$ cat config.mk
export PLATFORM = sky130hd
export DESIGN_NAME = mb_ascii_rx_ctrl
export DESIGN_NICKNAME = d
export VERILOG_FILES = /design/src/rtl/mb_ascii_rx_ctrl.sv
export SDC_FILE = /design/constraint.sdc
export NUM_CORES = 1
export LEC_CHECK = 0
export ABC_AREA = 1
export BUFFER_PORTS_ARGS = -buffer_cell sky130_fd_sc_hd__buf_2
export CORE_MARGIN = 8
export CORE_UTILIZATION = 58
export CTS_CLUSTER_DIAMETER = 50
export CTS_CLUSTER_SIZE = 28
export DETAILED_ROUTE_END_ITERATION = 10
export GPL_TIMING_DRIVEN = 0
export PLACE_DENSITY = 0.89
export SYNTH_ARGS = -nofsm -noshare
export SYNTH_HDL_FRONTEND = slang
export SYNTH_SLANG_ARGS = --single-unit
$ cat constraint.sdc
create_clock -name clk -period 2.2 [get_ports clk]
set_input_delay 0.66 -clock clk [delete_from_list [all_inputs] [get_ports clk]]
set_output_delay 0.66 -clock clk [all_outputs]
set_load 0.05 [all_outputs]
$ cat src/rtl/mb_ascii_rx_ctrl.sv
`default_nettype none
// ============================================================================
// Module   : mb_ascii_rx_ctrl
// Purpose  : Receive-side controller for a Modbus ASCII slave. Walks the UART
//            character stream through ':' / hex pairs / CR / LF, decodes the
//            hex pairs into bytes written to an external receive RAM, keeps a
//            running LRC, validates the finished frame and posts it until the
//            consumer acknowledges.
// Ports    : clk, rst_n               - clock, async active-low reset
//            rx_enable                - low aborts reception (except PENDING)
//            rx_valid/rx_byte         - received ASCII character strobe
//            tmr_expired              - inter-character timeout pulse
//            frame_ack                - consumer released the buffer
//            tmr_restart              - restart pulse for the char timer
//            buf_we/buf_addr/buf_wdata- receive buffer write port
//            frame_valid              - one-cycle frame-received event
//            frame_pending            - validated frame awaiting frame_ack
//            frame_len/frame_addr     - decoded length (no LRC) / slave addr
//            err_lrc/err_overrun/err_char - discard reason pulses
// Revision : 1.0 - initial release
// ============================================================================
module mb_ascii_rx_ctrl #(
    parameter logic [7:0] SLAVE_ADDR   = 8'h0A,
    parameter int         BUF_SIZE     = 256,
    parameter int         ADDR_W       = 8,
    parameter logic [7:0] LF_CHAR      = 8'h0A,
    parameter int         PDU_SIZE_MIN = 3
) (
    input  logic              clk,
    input  logic              rst_n,
    input  logic              rx_enable,
    input  logic              rx_valid,
    input  logic [7:0]        rx_byte,
    input  logic              tmr_expired,
    input  logic              frame_ack,
    output logic              tmr_restart,
    output logic              buf_we,
    output logic [ADDR_W-1:0] buf_addr,
    output logic [7:0]        buf_wdata,
    output logic              frame_valid,
    output logic              frame_pending,
    output logic [ADDR_W:0]   frame_len,
    output logic [7:0]        frame_addr,
    output logic              err_lrc,
    output logic              err_overrun,
    output logic              err_char
);

    localparam logic [7:0]    c_colon    = 8'h3A;
    localparam logic [7:0]    c_cr       = 8'h0D;
    localparam logic [ADDR_W:0] c_buf_size = (ADDR_W+1)'(BUF_SIZE);
    localparam logic [ADDR_W:0] c_pdu_min  = (ADDR_W+1)'(PDU_SIZE_MIN);
    localparam logic [ADDR_W:0] c_one      = (ADDR_W+1)'(1);

    typedef enum logic [2:0] {
        S_IDLE     = 3'd0,
        S_RCV      = 3'd1,
        S_WAIT_EOF = 3'd2,
        S_CHECK    = 3'd3,
        S_PENDING  = 3'd4
    } state_t;

    // Bit 4 flags a legal hex character, bits 3:0 carry its value.
    // Letters map via their low nibble: 'A'/'a' low nibble 1 -> 1+9 = 10.
    function automatic logic [4:0] hex_decode(input logic [7:0] ch);
        logic [4:0] r;
        r = 5'd0;
        if (ch >= 8'h30 && ch <= 8'h39)
            r = {1'b1, ch[3:0]};
        else if ((ch >= 8'h41 && ch <= 8'h46) || (ch >= 8'h61 && ch <= 8'h66))
            r = {1'b1, ch[3:0] + 4'd9};
        return r;
    endfunction

    state_t            r_state, w_state_nxt;
    logic [ADDR_W:0]   r_pos, w_pos_nxt;     // decoded bytes so far; holds BUF_SIZE
    logic [7:0]        r_lrc, w_lrc_nxt;
    logic              r_nib_low, w_nib_low_nxt; // 1: waiting for low nibble
    logic [3:0]        r_hi, w_hi_nxt;
    logic              r_tmr_restart, w_tmr_restart_nxt;
    logic              r_buf_we, w_buf_we_nxt;
    logic [ADDR_W-1:0] r_buf_addr, w_buf_addr_nxt;
    logic [7:0]        r_buf_wdata, w_buf_wdata_nxt;
    logic              r_frame_valid, w_frame_valid_nxt;
    logic              r_frame_pending;
    logic [ADDR_W:0]   r_frame_len, w_frame_len_nxt;
    logic [7:0]        r_frame_addr, w_frame_addr_nxt;
    logic              r_err_lrc, w_err_lrc_nxt;
    logic              r_err_overrun, w_err_overrun_nxt;
    logic              r_err_char, w_err_char_nxt;

    logic [4:0]        w_hex;
    logic [7:0]        w_byte;
    logic              w_len_ok;
    logic              w_addr_ok;

    assign w_hex     = hex_decode(rx_byte);
    assign w_byte    = {r_hi, w_hex[3:0]};
    assign w_len_ok  = (r_pos >= c_pdu_min);
    assign w_addr_ok = (r_frame_addr == SLAVE_ADDR) || (r_frame_addr == 8'h00);

    always_ff @(posedge clk or negedge rst_n) begin
        if (!rst_n)
            r_state <= S_IDLE;
        else
            r_state <= w_state_nxt;
    end

    always_comb begin
        w_state_nxt       = r_state;
        w_pos_nxt         = r_pos;
        w_lrc_nxt         = r_lrc;
        w_nib_low_nxt     = r_nib_low;
        w_hi_nxt          = r_hi;
        w_frame_len_nxt   = r_frame_len;
        w_frame_addr_nxt  = r_frame_addr;
        w_buf_addr_nxt    = r_buf_addr;
        w_buf_wdata_nxt   = r_buf_wdata;
        w_buf_we_nxt      = 1'b0;
        w_tmr_restart_nxt = 1'b0;
        w_frame_valid_nxt = 1'b0;
        w_err_lrc_nxt     = 1'b0;
        w_err_overrun_nxt = 1'b0;
        w_err_char_nxt    = 1'b0;

        if (r_state == S_PENDING) begin
            // Buffer is owned by the consumer; only the ack releases it.
            if (frame_ack)
                w_state_nxt = S_IDLE;
        end else if (!rx_enable) begin
            w_state_nxt = S_IDLE;
        end else begin
            case (r_state)
                S_IDLE: begin
                    if (rx_valid && rx_byte == c_colon) begin
                        w_state_nxt       = S_RCV;
                        w_pos_nxt         = '0;
                        w_lrc_nxt         = 8'h00;
                        w_nib_low_nxt     = 1'b0;
                        w_tmr_restart_nxt = 1'b1;
                    end
                end
                S_RCV: begin
                    if (tmr_expired) begin
                        w_state_nxt = S_IDLE;
                    end else if (rx_valid) begin
                        w_tmr_restart_nxt = 1'b1;
                        if (rx_byte == c_colon) begin
                            w_pos_nxt     = '0;
                            w_lrc_nxt     = 8'h00;
                            w_nib_low_nxt = 1'b0;
                        end else if (rx_byte == c_cr) begin
                            w_state_nxt = S_WAIT_EOF;
                        end else if (w_hex[4]) begin
                            if (!r_nib_low) begin
                                w_hi_nxt      = w_hex[3:0];
                                w_nib_low_nxt = 1'b1;
                            end else begin
                                w_nib_low_nxt = 1'b0;
                                if (r_pos < c_buf_size) begin
                                    w_buf_we_nxt    = 1'b1;
                                    w_buf_addr_nxt  = r_pos[ADDR_W-1:0];
                                    w_buf_wdata_nxt = w_byte;
                                    w_pos_nxt       = r_pos + c_one;
                                    w_lrc_nxt       = r_lrc + w_byte;
                                    if (r_pos == '0)
                                        w_frame_addr_nxt = w_byte;
                                end else begin
                                    w_err_overrun_nxt = 1'b1;
                                    w_state_nxt       = S_IDLE;
                                end
                            end
                        end else begin
                            w_err_char_nxt = 1'b1;
                            w_state_nxt    = S_IDLE;
                        end
                    end
                end
                S_WAIT_EOF: begin
                    if (tmr_expired) begin
                        w_state_nxt = S_IDLE;
                    end else if (rx_valid) begin
                        w_tmr_restart_nxt = 1'b1;
                        if (rx_byte == LF_CHAR) begin
                            w_state_nxt = S_CHECK;
                        end else if (rx_byte == c_colon) begin
                            w_state_nxt   = S_RCV;
                            w_pos_nxt     = '0;
                            w_lrc_nxt     = 8'h00;
                            w_nib_low_nxt = 1'b0;
                        end else begin
                            w_err_char_nxt = 1'b1;
                            w_state_nxt    = S_IDLE;
                        end
                    end
                end
                S_CHECK: begin
                    if (w_len_ok && !r_nib_low && r_lrc == 8'h00 && w_addr_ok) begin
                        w_state_nxt       = S_PENDING;
                        w_frame_valid_nxt = 1'b1;
                        w_frame_len_nxt   = r_pos - c_one;
                    end else begin
                        // Framing faults win over LRC; foreign address is silent.
                        w_state_nxt = S_IDLE;
                        if (!w_len_ok || r_nib_low)
                            w_err_char_nxt = 1'b1;
                        else if (r_lrc != 8'h00)
                            w_err_lrc_nxt = 1'b1;
                    end
                end
                default: w_state_nxt = S_IDLE;
            endcase
        end
    end

    always_ff @(posedge clk or negedge rst_n) begin
        if (!rst_n) begin
            r_pos           <= '0;
            r_lrc           <= 8'h00;
            r_nib_low       <= 1'b0;
            r_hi            <= 4'h0;
            r_tmr_restart   <= 1'b0;
            r_buf_we        <= 1'b0;
            r_buf_addr      <= '0;
            r_buf_wdata     <= 8'h00;
            r_frame_valid   <= 1'b0;
            r_frame_pending <= 1'b0;
            r_frame_len     <= '0;
            r_frame_addr    <= 8'h00;
            r_err_lrc       <= 1'b0;
            r_err_overrun   <= 1'b0;
            r_err_char      <= 1'b0;
        end else begin
            r_pos           <= w_pos_nxt;
            r_lrc           <= w_lrc_nxt;
            r_nib_low       <= w_nib_low_nxt;
            r_hi            <= w_hi_nxt;
            r_tmr_restart   <= w_tmr_restart_nxt;
            r_buf_we        <= w_buf_we_nxt;
            r_buf_addr      <= w_buf_addr_nxt;
            r_buf_wdata     <= w_buf_wdata_nxt;
            r_frame_valid   <= w_frame_valid_nxt;
            r_frame_pending <= (w_state_nxt == S_PENDING);
            r_frame_len     <= w_frame_len_nxt;
            r_frame_addr    <= w_frame_addr_nxt;
            r_err_lrc       <= w_err_lrc_nxt;
            r_err_overrun   <= w_err_overrun_nxt;
            r_err_char      <= w_err_char_nxt;
        end
    end

    assign tmr_restart   = r_tmr_restart;
    assign buf_we        = r_buf_we;
    assign buf_addr      = r_buf_addr;
    assign buf_wdata     = r_buf_wdata;
    assign frame_valid   = r_frame_valid;
    assign frame_pending = r_frame_pending;
    assign frame_len     = r_frame_len;
    assign frame_addr    = r_frame_addr;
    assign err_lrc       = r_err_lrc;
    assign err_overrun   = r_err_overrun;
    assign err_char      = r_err_char;

endmodule
`default_nettype wire

After elaboration in Yosys (flattened, before gate mapping)
Cells that the tools add are included.

Mux-type cells: 107. Eq/ne operators: 20. $add $sub $neg: 4. Reductions and logical operators: 25. Bitwise gates (word level): 5. Order comparisons: 8.

Operator list (count): 9-bit two-way mux (12); 8-bit two-way mux (12); 1-bit two-way mux (60); 3-bit two-way mux (14); 9-bit case mux with 3 select lines (1); 8-bit by 4-bit equality test with 1-bit output (second input constant) (3); 8-bit case mux with 3 select lines (1); 8-bit by 7-bit greater-or-equal comparator with 1-bit output (second input constant) (2); 8-bit by 7-bit less-or-equal comparator with 1-bit output (second input constant) (2); 8-bit zero test (2); 2-bit inequality test (second input constant) (7); 14-bit AND reduction (1); 3-bit inequality test (second input constant) (4); 3-bit case mux with 4 select lines (1); 12-bit AND reduction (1); 11-bit AND reduction (1); 5-bit two-way mux (2); 10-bit AND reduction (1); 9-bit by 1-bit adder with 9-bit output (second input constant) (1); 9-bit by 2-bit greater-or-equal comparator with 1-bit output (second input constant) (1); 9-bit zero test (1); 9-bit less-than comparator (second input constant) (1); 9-bit AND reduction (1); 9-bit by 1-bit subtractor with 9-bit output (second input constant) (1); 20 further kinds (36).

Logic and storage cells: 185. Output and inout port bits: 40. Bits of input ports: 14. Register bits: 65.

Longest topological paths before layout
Depth in word-level cells: 14. Mapped depth: 19. Depth with buffers taken out: 19.

Worst setup path before layout
Ideal clock, no wire load.

Path type: input to register. From: input port rx_byte[1]. To: register r_lrc[6]. Path slack: -0.495 ns. Path buffers: 0. Data required time: 2.078 ns. Data arrival time: 2.573 ns. Setup time: 0.122 ns. Stages: 16. Cell sequence: inv_1 ha_1 inv_1 nand3_1 nand4_1 nand2_2 inv_4 nor2_1 ha_1 inv_1 fa_1 inv_1 nand4_1 nand3_1 xnor2_1 o21ai_2.

Longest elaborated chain between the ends: 14. Elaborated cells on any way between the ends: 34. Classes of those cells: 2 x add/sub; 6 x order compare; 10 x eq/ne; 10 x mux; 6 x reduce/logical.

Ends and longest elaborated chain: start, declared (line 33) `input logic [7:0] rx_byte,`; 8-bit by 7-bit greater-or-equal comparator with 1-bit output / 8-bit by 7-bit less-or-equal comparator with 1-bit output (equally long branches) (line 70) `else if ((ch >= 8'h41 && ch <= 8'h46) || (ch >= 8'h61 && ch <= 8'h66))`; 1-bit logical AND (line 70); 1-bit logical OR (line 70); 5-bit two-way mux (line 70); 5-bit two-way mux * (line 68) `if (ch >= 8'h30 && ch <= 8'h39)`; named net w_hex[0] (line 92) `logic [4:0] w_hex;`; 8-bit adder * (line 165) `w_lrc_nxt = r_lrc + w_byte;`; 8-bit two-way mux * (line 160) `if (r_pos < c_buf_size) begin`; 8-bit two-way mux * (line 155) `if (!r_nib_low) begin`; 8-bit two-way mux * (line 154) `end else if (w_hex[4]) begin`; 8-bit two-way mux * (line 152) `end else if (rx_byte == c_cr) begin`; 8-bit two-way mux * (line 148) `if (rx_byte == c_colon) begin`; 8-bit two-way mux * (line 146) `end else if (rx_valid) begin`; 8-bit two-way mux * (line 144) `if (tmr_expired) begin`; 8-bit case mux with 3 select lines * (line 133) `case (r_state)`; end signal, assigned (line 235) `r_lrc <= w_lrc_nxt;`; end, declared (line 77) `logic [7:0] r_lrc, w_lrc_nxt;`.

Mark *: on every way through the listed nets, which the timed path passes. The rest lies on a longest branch. The select of a mux whose other input is x is not followed. A chain may end at the register's enable or synchronous reset.

Final worst setup path
From: input port rx_byte[0]. To: register r_lrc[6].

Same word-level chain as after synthesis.

==> results.md <==
* Status: complete, but fails checks
* Failing checks: setup timing
* # DRC at 0
* Crit path launch: rx_byte[0]
* CP max stage delay at 350 ps
* Share of the synthesized area in the top cell type at 41.7%
* Detail Route Antenna Nets at 0
* Mapped Area at 0.00390 mm2
* Worst-margin pin slew at 788 ps
* Vias per inst at 5.49
* Port bufs at 53
* Crit path cell chain: buf_8, clkinvlp_4, ha_4, buf_4, nand3_2, nand4_1, nand2_4, inv_8, nor2_4, ha_4, inv_2, fa_2, inv_2, nand4_1, nand3_1, xnor2_1, o21ai_2
* CTS sink count at 65
* Clock root buffer master: clkbuf_8
* Clock Latency Late Sink at 350 ps
* First-pass GRT wire length at 15900 um
* Crit path kind: in -> reg
* Pwr/cell area at 504 mW/mm2
* Sequential area share after synthesis at 41.7%
* Antenna fix cells at 0
* Post-synth cell types at 37
* DP HPWL at 6710 um
* Die height at 98.0 um
* Final Hold Violating Endpoints at 0
* Hold Path Class: in -> async
* Max Clock Freq at 400 MHz
* Fin worst setup slack at -303 ps
* Post-CTS Hold Buffers at 0
* Worst setup SP type: input pin
* Top-Level Pins at 54
* TritonRoute pass-1 iters at 5
* Initial antenna violation count at 0
* DR vias at 3665
* Reg2reg start: r_pos[0]
* Cell taking the most area after synthesis: dfrtp_1
* Worst slew margin at 47.5%
* Worst-case hold slack at 381 ps
* Cts bufs inserted at 9
* Initial core utilization at 58.7%
* CTS tree: built
* Fraction of registers with async set/reset at 100%
* DR iter-0 viols at 266
* Layout area overhead at 29.5%
* GPL Wtd Cong at 0.951
* Final wirelength at 10200 um
* Worst Path Buf+Inv at 6
* WP data required at 2440 ps
* Die ar. at 0.00960 mm2
* CTS Buffer Depth at 2
* Core area at 0.00664 mm2
* Cell family with most CP delay: adder cells
* Syn nets at 513
* Htree depth at 3
* Syn_area_per_cell at 8.04 um2
* Worst Skew at 5.24 ps
* RSZ-0062 raised after global routing: true
* Setup crit end kind: flip-flop
* Remaining global-route overflow at 0
* Die width at 98.0 um
* Tot GR Track Use at 20.3%
* Tmin final at 2500 ps
* Count of final setup violators at 7
* Wirelength per Cell at 15.3 um
* Top area cells in the synthesized netlist: dfrtp_1 42%, nand2_1 13%, inv_1 5.4%
* Lkg Pwr at 2.60 nW
* Synth Warn # at 0
* Max Cap Viol at 0
* Fin crit share at 114%
* Worst slack at placement at -845 ps
* Crit path max fanout at 5
* Ys flop type: dfrtp_1
* Layout cells sized above 1 at 34.9%
* Vias in the first global route at 3484
* Clk slew on worst S/H paths at 70 ps
* Cells after Synth at 485
* Worst vdd ir at 0.000268 V
* Pin count of the biggest net entering global routing at 66
* Post-synth EDFFs at 0
* Nets at 611
* FP Rows at 30
* Post-synthesis register bit count at 65
* Critical Path AT at 2740 ps
* Master of the slowest instance on the critical path: fa_2
* Final number of max-transition violations at 0
## worst register-to-register path, stage by stage (launching register included)
cell and delay (ps):
dfrtp_1 440, inv_1 180, ha_1 220, nand3_1 210, nor3b_4 510, xor2_1 190
nand3_1 90, nand2_1 80, inv_1 40
## report_power, final
| part | switching [W] | total [W] | internal (W) |
|---|---|---|---|
| logic | 0.000117 | 0.000188 | 0.0000711 |
| registers | 0.000000151 | 0.00119 | 0.00119 |
| clock network | 0.000465 | 0.00116 | 0.000696 |
| total | 0.000583 | 0.00254 | 0.00196 |
## stage by stage
step	instances	cell area, um2	power (W)	utilization, %	TNS [ps]
after floorplan	485	4010	0.00129	-	-1880
after global placement	618	4380	0.00134	65.9	-11210
after detailed placement	618	4380	0.00134	65.9	-12350
after CTS	648	4780	0.00252	71.9	-546
after global routing	668	5050	0.00262	76.0	-2710
final	668	5050	0.00254	76.0	-1500
## path summary, 6_finish.rpt
path,end,slack [ps],depth (start not counted)
max in group asynchronous,frame_valid,1290,1
min reg2reg,buf_wdata[4],470,2
min in group clk,buf_wdata[4],470,2
min,frame_addr[7],380,1
max reg2reg,frame_len[8],150,8
max,r_lrc[6],-300,17
## synthesized netlist by cell type (all sizes together), types with 5 or more instances
| cell type | n |
|---|---|
| nor2 | 46 |
| xnor2 | 5 |
| ha | 13 |
| o21ai | 48 |
| xor2 | 15 |
| buf | 9 |
| dfrtp | 65 |
| a21oi | 11 |
| nand2 | 143 |
| inv | 64 |
| nand3 | 40 |
| nand4 | 8 |
| nor3 | 5 |
## flip-flops by register name, summed over array words and instances (netlist names), 3 cells and up
| register | count |
|---|---|
| buf_wdata | 8 |
| frame_addr | 8 |
| buf_addr | 8 |
| r_lrc | 8 |
| frame_len | 9 |
| r_state | 3 |
| r_hi | 4 |
| r_pos | 9 |
## placed cells by master, fill, tap and decap left out, types with 3 or more instances in the layout
cell | netlist | layout
inv_1 | 56 | 51
buf_4 | 1 | 36
inv_2 | 6 | 8
a21oi_1 | 11 | 9
buf_6 | 4 | 5
nor3_1 | 4 | 3
xnor2_1 | 5 | 5
clkbuf_8 | 0 | 11
o21ai_2 | 22 | 24
ha_1 | 13 | 7
nor2_1 | 37 | 34
nand3_2 | 1 | 5
nand3_1 | 38 | 34
o21ai_1 | 5 | 7
dfrtp_1 | 65 | 65
buf_2 | 4 | 54
nand4_1 | 6 | 6
nand2_1 | 133 | 123
nand2_4 | 0 | 4
o21ai_0 | 21 | 15
nand2_2 | 10 | 15
nor2_4 | 4 | 9
xor2_1 | 15 | 14
ha_4 | 0 | 6
## cells by family after synthesis
group,count (synthesis),share of synthesized area (%)
compound gates,64,10.6
xor+xnor,20,4.49
fa+ha+maj,14,4.69
flops,65,41.7
buf+inv,73,8.15
simple gates,249,30.4
## layer usage
metal	up-vias	wire, um	global-route usage [%]	part of all wire [%]
li1	1750	-	-	-
met1	1723	4090	23.5	40
met2	164	5140	33.9	50
met3	28	705	4.91	6.9
met4	0	303	11.0	3.0
met5	-	0	0	0
## final cells by class
class | count | area, um2
buffer | 9 | 76.3
clock buffer | 11 | 151
clock inverter | 5 | 77.6
fill | 450 | 1600
inverter | 64 | 264
multi-input combinational | 347 | 2220
sequential | 65 | 1630
tap | 80 | 100
timing repair buffer | 87 | 536
## what timing repair did
action,4_1_cts,5_1_grt
buffers inserted,14,20
resized for setup,21,24
pin swaps,23,28
setup endpoints to repair,7,21
Note: power is estimated with default switching activity, not from simulation.
